### src/rtl/tdm_pkg.sv
// -----------------------------------------------------------------------------
// tdm_pkg
// Shared definitions for the TDM link: default frame geometry, the slot index
// type and the receive framing state. The transmit-side mux select counter
// uses the same constants, so both ends of the link agree on slot numbering.
// -----------------------------------------------------------------------------
package tdm_pkg;

    localparam int CHANNELS_DEF = 4;
    localparam int WIDTH_DEF    = 8;
    localparam int SEL_W_DEF    = $clog2(CHANNELS_DEF);

    typedef logic [SEL_W_DEF-1:0] slot_t;

    // HUNT: waiting for a frame_sync. LOCKED: tracking slot positions.
    typedef enum logic {
        HUNT   = 1'b0,
        LOCKED = 1'b1
    } state_e;

endpackage : tdm_pkg

### src/rtl/tdm_slot_counter.sv
// -----------------------------------------------------------------------------
// tdm_slot_counter
// Slot index counter for the TDM receiver. Priority: clr > load1 > inc.
// Incrementing from the last slot wraps to 0.
//
// Ports:
//   clk    in   clock, rising edge
//   rst    in   synchronous active-high reset (slot <= 0)
//   clr    in   force slot to 0
//   load1  in   force slot to 1 (slot 0 has just been consumed)
//   inc    in   advance slot, wrapping CHANNELS-1 -> 0
//   slot   out  current slot index
//   last   out  slot == CHANNELS-1
// -----------------------------------------------------------------------------
module tdm_slot_counter
    import tdm_pkg::*;
#(
    parameter  int CHANNELS = CHANNELS_DEF,
    localparam int SEL_W    = $clog2(CHANNELS)
) (
    input  logic             clk,
    input  logic             rst,
    input  logic             clr,
    input  logic             load1,
    input  logic             inc,
    output logic [SEL_W-1:0] slot,
    output logic             last
);

    localparam logic [SEL_W-1:0] LAST_SLOT = SEL_W'(CHANNELS - 1);

    assign last = (slot == LAST_SLOT);

    // NOTE: clocked state is always written with <= so every flop samples
    // the pre-edge values of its neighbours, independent of statement order.
    always_ff @(posedge clk) begin
        if (rst) begin
            slot <= '0;
        end else if (clr) begin
            slot <= '0;
        end else if (load1) begin
            slot <= SEL_W'(1);
        end else if (inc) begin
            slot <= last ? '0 : slot + SEL_W'(1);
        end
    end

endmodule : tdm_slot_counter

### src/rtl/tdm_demux.sv
// -----------------------------------------------------------------------------
// tdm_demux
// Receive-side TDM demultiplexer. Collects one WIDTH-bit sample per slot into
// shadow registers and, when the last slot arrives, transfers the whole frame
// to dout in one step so consumers never see a half-updated frame.
// frame_sync (qualified by din_valid) marks slot 0; violations pulse sync_err.
//
// Ports:
//   clk          in   clock, rising edge
//   rst          in   synchronous active-high reset
//   din          in   sample for the current slot
//   din_valid    in   din carries a sample this cycle (no backpressure)
//   frame_sync   in   slot 0 marker, only meaningful with din_valid
//   dout         out  last complete frame, channel k at dout[k*WIDTH +: WIDTH]
//   frame_valid  out  one-cycle pulse when dout updates
//   sel          out  slot index expected for the next accepted sample
//   locked       out  framing state is LOCKED
//   sync_err     out  one-cycle pulse on a framing violation
// -----------------------------------------------------------------------------
module tdm_demux
    import tdm_pkg::*;
#(
    parameter  int CHANNELS = CHANNELS_DEF,
    parameter  int WIDTH    = WIDTH_DEF,
    localparam int SEL_W    = $clog2(CHANNELS)
) (
    input  logic                      clk,
    input  logic                      rst,
    input  logic [WIDTH-1:0]          din,
    input  logic                      din_valid,
    input  logic                      frame_sync,
    output logic [CHANNELS*WIDTH-1:0] dout,
    output logic                      frame_valid,
    output logic [SEL_W-1:0]          sel,
    output logic                      locked,
    output logic                      sync_err
);

    state_e           state;
    logic [SEL_W-1:0] slot;
    logic             slot_last;
    logic             slot_zero;

    // Slots 0..CHANNELS-2 are staged here; the last slot goes straight to dout.
    logic [WIDTH-1:0] shadow [CHANNELS-1];

    // Counter control. A synced sample always restarts the frame at slot 1;
    // an unsynced sample in LOCKED either advances (mid-frame) or, at slot 0,
    // is a missing sync and the counter stays at 0 while we fall back to HUNT.
    logic accept_sync;
    logic accept_data;
    logic cnt_clr;
    logic cnt_load1;
    logic cnt_inc;

    assign slot_zero   = (slot == '0);
    assign accept_sync = din_valid & frame_sync;
    assign accept_data = din_valid & ~frame_sync & (state == LOCKED);
    assign cnt_load1   = accept_sync;
    assign cnt_inc     = accept_data & ~slot_zero;
    assign cnt_clr     = accept_data & slot_zero;

    tdm_slot_counter #(
        .CHANNELS (CHANNELS)
    ) u_slot_counter (
        .clk   (clk),
        .rst   (rst),
        .clr   (cnt_clr),
        .load1 (cnt_load1),
        .inc   (cnt_inc),
        .slot  (slot),
        .last  (slot_last)
    );

    assign sel    = slot;
    assign locked = (state == LOCKED);

    always_ff @(posedge clk) begin
        if (rst) begin
            state       <= HUNT;
            frame_valid <= 1'b0;
            sync_err    <= 1'b0;
            dout        <= '0;
            // NOTE: the shadow array is a handful of flops, not a RAM, so it
            // is cleared with everything else; a real memory would be left
            // unreset and guarded by the slot counter instead.
            shadow      <= '{default: '0};
        end else begin
            frame_valid <= 1'b0;
            sync_err    <= 1'b0;

            if (din_valid) begin
                case (state)
                    HUNT: begin
                        // Unsynced samples are dropped until slot 0 shows up.
                        if (frame_sync) begin
                            shadow[0] <= din;
                            state     <= LOCKED;
                        end
                    end

                    LOCKED: begin
                        if (frame_sync) begin
                            // Sync mid-frame: abandon the partial frame and
                            // restart from this sample.
                            shadow[0] <= din;
                            if (!slot_zero) begin
                                sync_err <= 1'b1;
                            end
                        end else if (slot_zero) begin
                            sync_err <= 1'b1;
                            state    <= HUNT;
                        end else if (slot_last) begin
                            for (int k = 0; k < CHANNELS - 1; k++) begin
                                dout[k*WIDTH +: WIDTH] <= shadow[k];
                            end
                            dout[(CHANNELS-1)*WIDTH +: WIDTH] <= din;
                            frame_valid <= 1'b1;
                        end else begin
                            for (int k = 1; k < CHANNELS - 1; k++) begin
                                if (slot == SEL_W'(k)) begin
                                    shadow[k] <= din;
                                end
                            end
                        end
                    end

                    default: state <= HUNT;
                endcase
            end
        end
    end

endmodule : tdm_demux
### config.mk
export PLATFORM = sky130hd
export DESIGN_NAME = tdm_demux
export DESIGN_NICKNAME = d
export VERILOG_FILES = /design/src/rtl/tdm_pkg.sv /design/src/rtl/tdm_slot_counter.sv /design/src/rtl/tdm_demux.sv
export SDC_FILE = /design/constraint.sdc
export NUM_CORES = 1
export LEC_CHECK = 0
export ABC_AREA = 1
export BUFFER_PORTS_ARGS = -buffer_cell sky130_fd_sc_hd__buf_2
export CAP_MARGIN = 20
export CORE_ASPECT_RATIO = 1.75
export CORE_UTILIZATION = 31
export CTS_CLUSTER_SIZE = 40
export DETAILED_ROUTE_END_ITERATION = 8
export PLACE_DENSITY_LB_ADDON = 0.12
export REMOVE_ABC_BUFFERS = 1
export SKIP_CTS_REPAIR_TIMING = 1
export SLEW_MARGIN = 10
export SYNTH_ARGS = -nofsm -noshare
export SYNTH_HDL_FRONTEND = slang
export SYNTH_SLANG_ARGS = --single-unit
### constraint.sdc
create_clock -name clk -period 3.1 [get_ports clk]
set_clock_uncertainty 0.05 [all_clocks]
set_input_delay 0.62 -clock clk [delete_from_list [all_inputs] [get_ports clk]]
set_output_delay 0.62 -clock clk [all_outputs]
set_load 0.02 [all_outputs]
# ---- After elaboration in Yosys (flattened, before gate mapping)
# Cells that the tools add are included.
dict set report op_classes {
  n_addsub 1
  n_eq_ne 3
  mux 11
  bitwise 10
  reduce_logical 10
}
# op n
set op_table {}
lappend op_table {{$reduce_and A6 Y1} 2}
lappend op_table {{$mux W1} 8}
lappend op_table {{$mux W8} 1}
lappend op_table {{$reduce_or A3 Y1} 2}
lappend op_table {{$and A1 B1 Y1} 5}
lappend op_table {{$not A1 Y1} 5}
lappend op_table {{$reduce_and A5 Y1} 1}
lappend op_table {{$reduce_or A5 Y1} 1}
lappend op_table {{$eq A2 B2 Y1 const B} 2}
lappend op_table {{$add A2 B1 Y2 const B} 1}
lappend op_table {{$eq A2 B1 Y1 const B} 1}
lappend op_table {{$logic_not A2 Y1} 1}
lappend op_table {{$mux W2} 1}
lappend op_table {{$pmux W1 S2} 1}
lappend op_table {{$reduce_and A2 Y1} 1}
lappend op_table {{$reduce_bool A2 Y1} 1}
lappend op_table {{$reduce_or A2 Y1} 1}
dict set report totals {
  ff_bits 61
  out_inout_bits 37
}

# ---- Depth between registers and ports, before layout
dict set report logic_depth {
  depth_word 6
  ltp_mapped 8
}

# ---- Modules after synthesis
# Synthesis repeated with hierarchy kept, for this count alone.
dict set report hier_totals {
  hier_cells 447
  hier_area_um2 2834.0
}
# mod n_inst cells_per_inst area_per_inst_um2 seq_area_each_um2
set by_module_without_submodules {}
lappend by_module_without_submodules {tdm_demux 1 428 2718.9 1181.1}
lappend by_module_without_submodules {tdm_slot_counter 1 19 115.1 40.0}

# ---- Worst setup path before layout
# No wires, ideal clock.
dict set report synth_timing {
  path_type {reg-to-reg}
  from {register u_slot_counter.slot[0]}
  to {register dout[0]}
  setup_time_ps 132
  arrival_time_ps 1436
  slack_ps 1482
  stages_incl_launch_ff 8
  n_path_buf 1
  path_cell_list {dfxtp_1 inv_1 ha_1 nor2_2 nand2_1 buf_4 nand2_1 a21oi_1}
}
dict set report synth_between {
  elab_chain_cells 3
}
# element line
set synth_rtl {}
lappend synth_rtl {{start, declared} tdm_slot_counter.sv:26} ;# output logic [SEL_W-1:0] slot,
lappend synth_rtl {{start signal, assigned} tdm_slot_counter.sv:44} ;# slot <= last ? '0 : slot + SEL_W'(1);
lappend synth_rtl {{$logic_not A2 Y1} tdm_demux.sv:56} ;# assign slot_zero = (slot == '0);
lappend synth_rtl {{$not A1 Y1 (no source line)} --}
lappend synth_rtl {{$reduce_and A5 Y1 (no source line) (*)} --}
lappend synth_rtl {{end signal, assigned by index} tdm_demux.sv:115} ;# dout[k*WIDTH +: WIDTH] <= shadow[k];
lappend synth_rtl {{end signal, assigned by index} tdm_demux.sv:117} ;# dout[(CHANNELS-1)*WIDTH +: WIDTH] <= din;
lappend synth_rtl {{end, declared} tdm_demux.sv:32} ;# output logic [CHANNELS*WIDTH-1:0] dout,
# Mark *: on every way between the ends. The rest lies on a longest branch, timed or not.
# A chain may end at the register's enable or synchronous reset.

# ---- Worst setup path in the final report
dict set report layout_timing {
  from {register u_slot_counter.slot[0]}
  to {register dout[15]}
}
# Same word-level chain as after synthesis.

==> results.toml <==
[setup_path]
required_ns = 3.24
critPathCaptureType = "flip-flop"
critPathLaunchType = "flip-flop"
crit_fanout = 18
critPathKind = "flip-flop to flip-flop"
arrival_ns = 2.15

[timing]
period_needed_ns = 2.01
max_slew_margin_pct = 48.6
setup_viol_count_final = 0
fmax_ghz = 0.498
worst_pin_slew_ns = 0.770
finalHoldViolCount = 0
setup_tns_ns = 0
rsz0062_at_grt = "false"
post-route-period-util_pct = 64.8
slew_viol_final = 0

[synthesis]
ys_seq_area_share_pct = 48.7
yosys.cell_types.count = 17
syn_area_sq_um = 2510
avgSynthCellArea_sq_um = 7.31
synthCells = 343
ys_ff_latch = 61
synth_area_leaders = "dfxtp_1 (49%), nand2_1 (12%), nand3_1 (11%)"
yosysWarnings = 0
yosysTopAreaCell = "dfxtp_1"
yosysTopAreaCellShare_pct = 48.7

[clocking]
cts_tree = "built"
cts_buffers = 9
clk_pin_slew_ns = 0.05
clock_latency_ns = 0.33
clock_sinks = 61
cts_root_buf = "clkbuf_16"
cts_buffer_depth = 2
htree_levels = 3

[place]
postPlaceCellArea_sq_um = 2780
dp_hpwl_mm = 4.01
gp_congestion = 0.860
port_buffers = 48

[hold_path]
hp-class = "flip-flop to flip-flop"

[grt]
grt_pass1_vias = 2035
grt_overflow_total = 0
track_usage_pct = 15.7
grt_pass1_wl_mm = 10.1
grt_antenna_before_repair = 0
grt_start_max_net_pins = 36

[floorplan]
coreArea_sq_um = 7860
io_pins = 49
die_h_um = 121
start_util_pct = 31.9
rows = 43
die-area_sq_um = 8470
die_x_um = 70.0

[routing]
drt_iter0_markers = 108
via_per_inst = 4.50
drtPass1Iterations = 4
dr_total_vias = 2168
post_drt_wl_per_cell_um = 12.7
ant_nets = 0
drc = 0
wl_mm = 6.12

[power_and_ir_drop]
p_switching_w = 0.000394
internal_power_w = 0.00146
power_w = 0.00186
p_comb_share_pct = 4.2
p_sw_share_pct = 21.2
seqPwrFrac_pct = 43.2
clkPwrFrac_pct = 52.6
p_per_area_nw_per_um2 = 605
vdd_drop_max_v = 0.000287
p_leak_nw = 1.39

[layout]
area_growth_pct = 22.4
final_common_cell = "nand2_1"
diodes = 0
most-common-layout-cells = "nand2_1 (78), dfxtp_1 (61), nand3_1 (53), inv_1 (50), buf_2 (48)"
nets = 404
final_layout_size_suffix_gt1_share_pct = 17.3
final_cell_area_sq_um = 3070

[run]
maxCapViolations = 0

[outcome]
status = "complete, no violations"
==> worst paths after layout <==
kind / slack (ns) / depth (start not counted) / from / endpoint
min reg2reg: 0.41 / 2 / dout[14] / dout[14]
min: 0.41 / 2 / dout[14] / dout[14]
max reg2reg: 1.09 / 7 / u_slot_counter.slot[0] / dout[15]
max: 1.09 / 7 / u_slot_counter.slot[0] / dout[15]
==> cells by family (layout without fill, tap and decap cells) <==
family | Yosys count | count (layout) | share of synthesized area [%]
and+or+nand+nor | 156 | 156 | 26.6
buffers and inverters | 71 | 120 | 12.2
DFF | 61 | 61 | 48.7
AOI/OAI and AO/OA | 50 | 50 | 9.98
adders and majority gates | 5 | 5 | 2.50
==> critical path, stage by stage (launching register included) <==
cell and delay [ns]:
dfxtp_1 0.43, inv_1 0.12, ha_1 0.27, nor2_2 0.13
nand2_1 0.37, buf_4 0.37, nand2_1 0.08, a21oi_1 0.06
==> sequential cells by signal (all words and copies together), names as in the netlist <==
name	cells
sync_err	1
frame_valid	1
locked	1
u_slot_counter.slot	2
shadow	24
dout	32
==> synthesized netlist by cell type <==
cell,instances
clkbuf_1,5
nand3_1,53
nor3_1,1
inv_2,2
buf_1,1
nor4_1,1
ha_1,5
buf_2,4
nor2_1,20
dfxtp_1,61
nor2_4,1
o21ai_0,9
nand2_1,78
buf_4,9
a21oi_1,41
nor2_2,2
inv_1,50
==> power groups by stage <==
stage	combinational (W)	clock, W	sequential [W]
2_1_floorplan	0.0000402	0	0.000819
3_3_place_gp	0.0000785	0	0.000818
3_5_place_dp	0.0000790	0	0.000818
4_1_cts	0.0000794	0.00100	0.000802
5_1_grt	0.0000888	0.00103	0.000802
6_report	0.0000783	0.000977	0.000802
==> per-stage QoR <==
| step | hold slack (ns) | worst slack (ns) | util, % | std cells |
|---|---|---|---|---|
| after floorplan | 0.404 | 0.501 | - | 324 |
| after global placement | 0.399 | 1.07 | 35.4 | 466 |
| after detailed placement | 0.400 | 1.06 | 35.4 | 466 |
| after CTS | 0.408 | 1.07 | 39.1 | 482 |
| after global routing | 0.421 | 0.887 | 39.1 | 482 |
| final | 0.405 | 1.09 | 39.1 | 482 |
==> per-layer routing <==
layer  share of wire, %  vias up  global-route usage [%]
met5                  0        -                       0
met4                3.4        0                    9.25
met3                3.5       15                    4.32
met2                 47       40                    25.8
met1                 46      953                    17.9
li1                   -     1160                       -
==> final cells by class <==
class,instances,area (sq um)
clock inverters,1,30.0
multi-input cells,211,981
clock buffers,15,258
flip-flops and latches,61,1220
fillers,830,4790
repair buffers,52,270
well taps,90,113
inverters,52,195
Power figures use the tool's default switching activity.
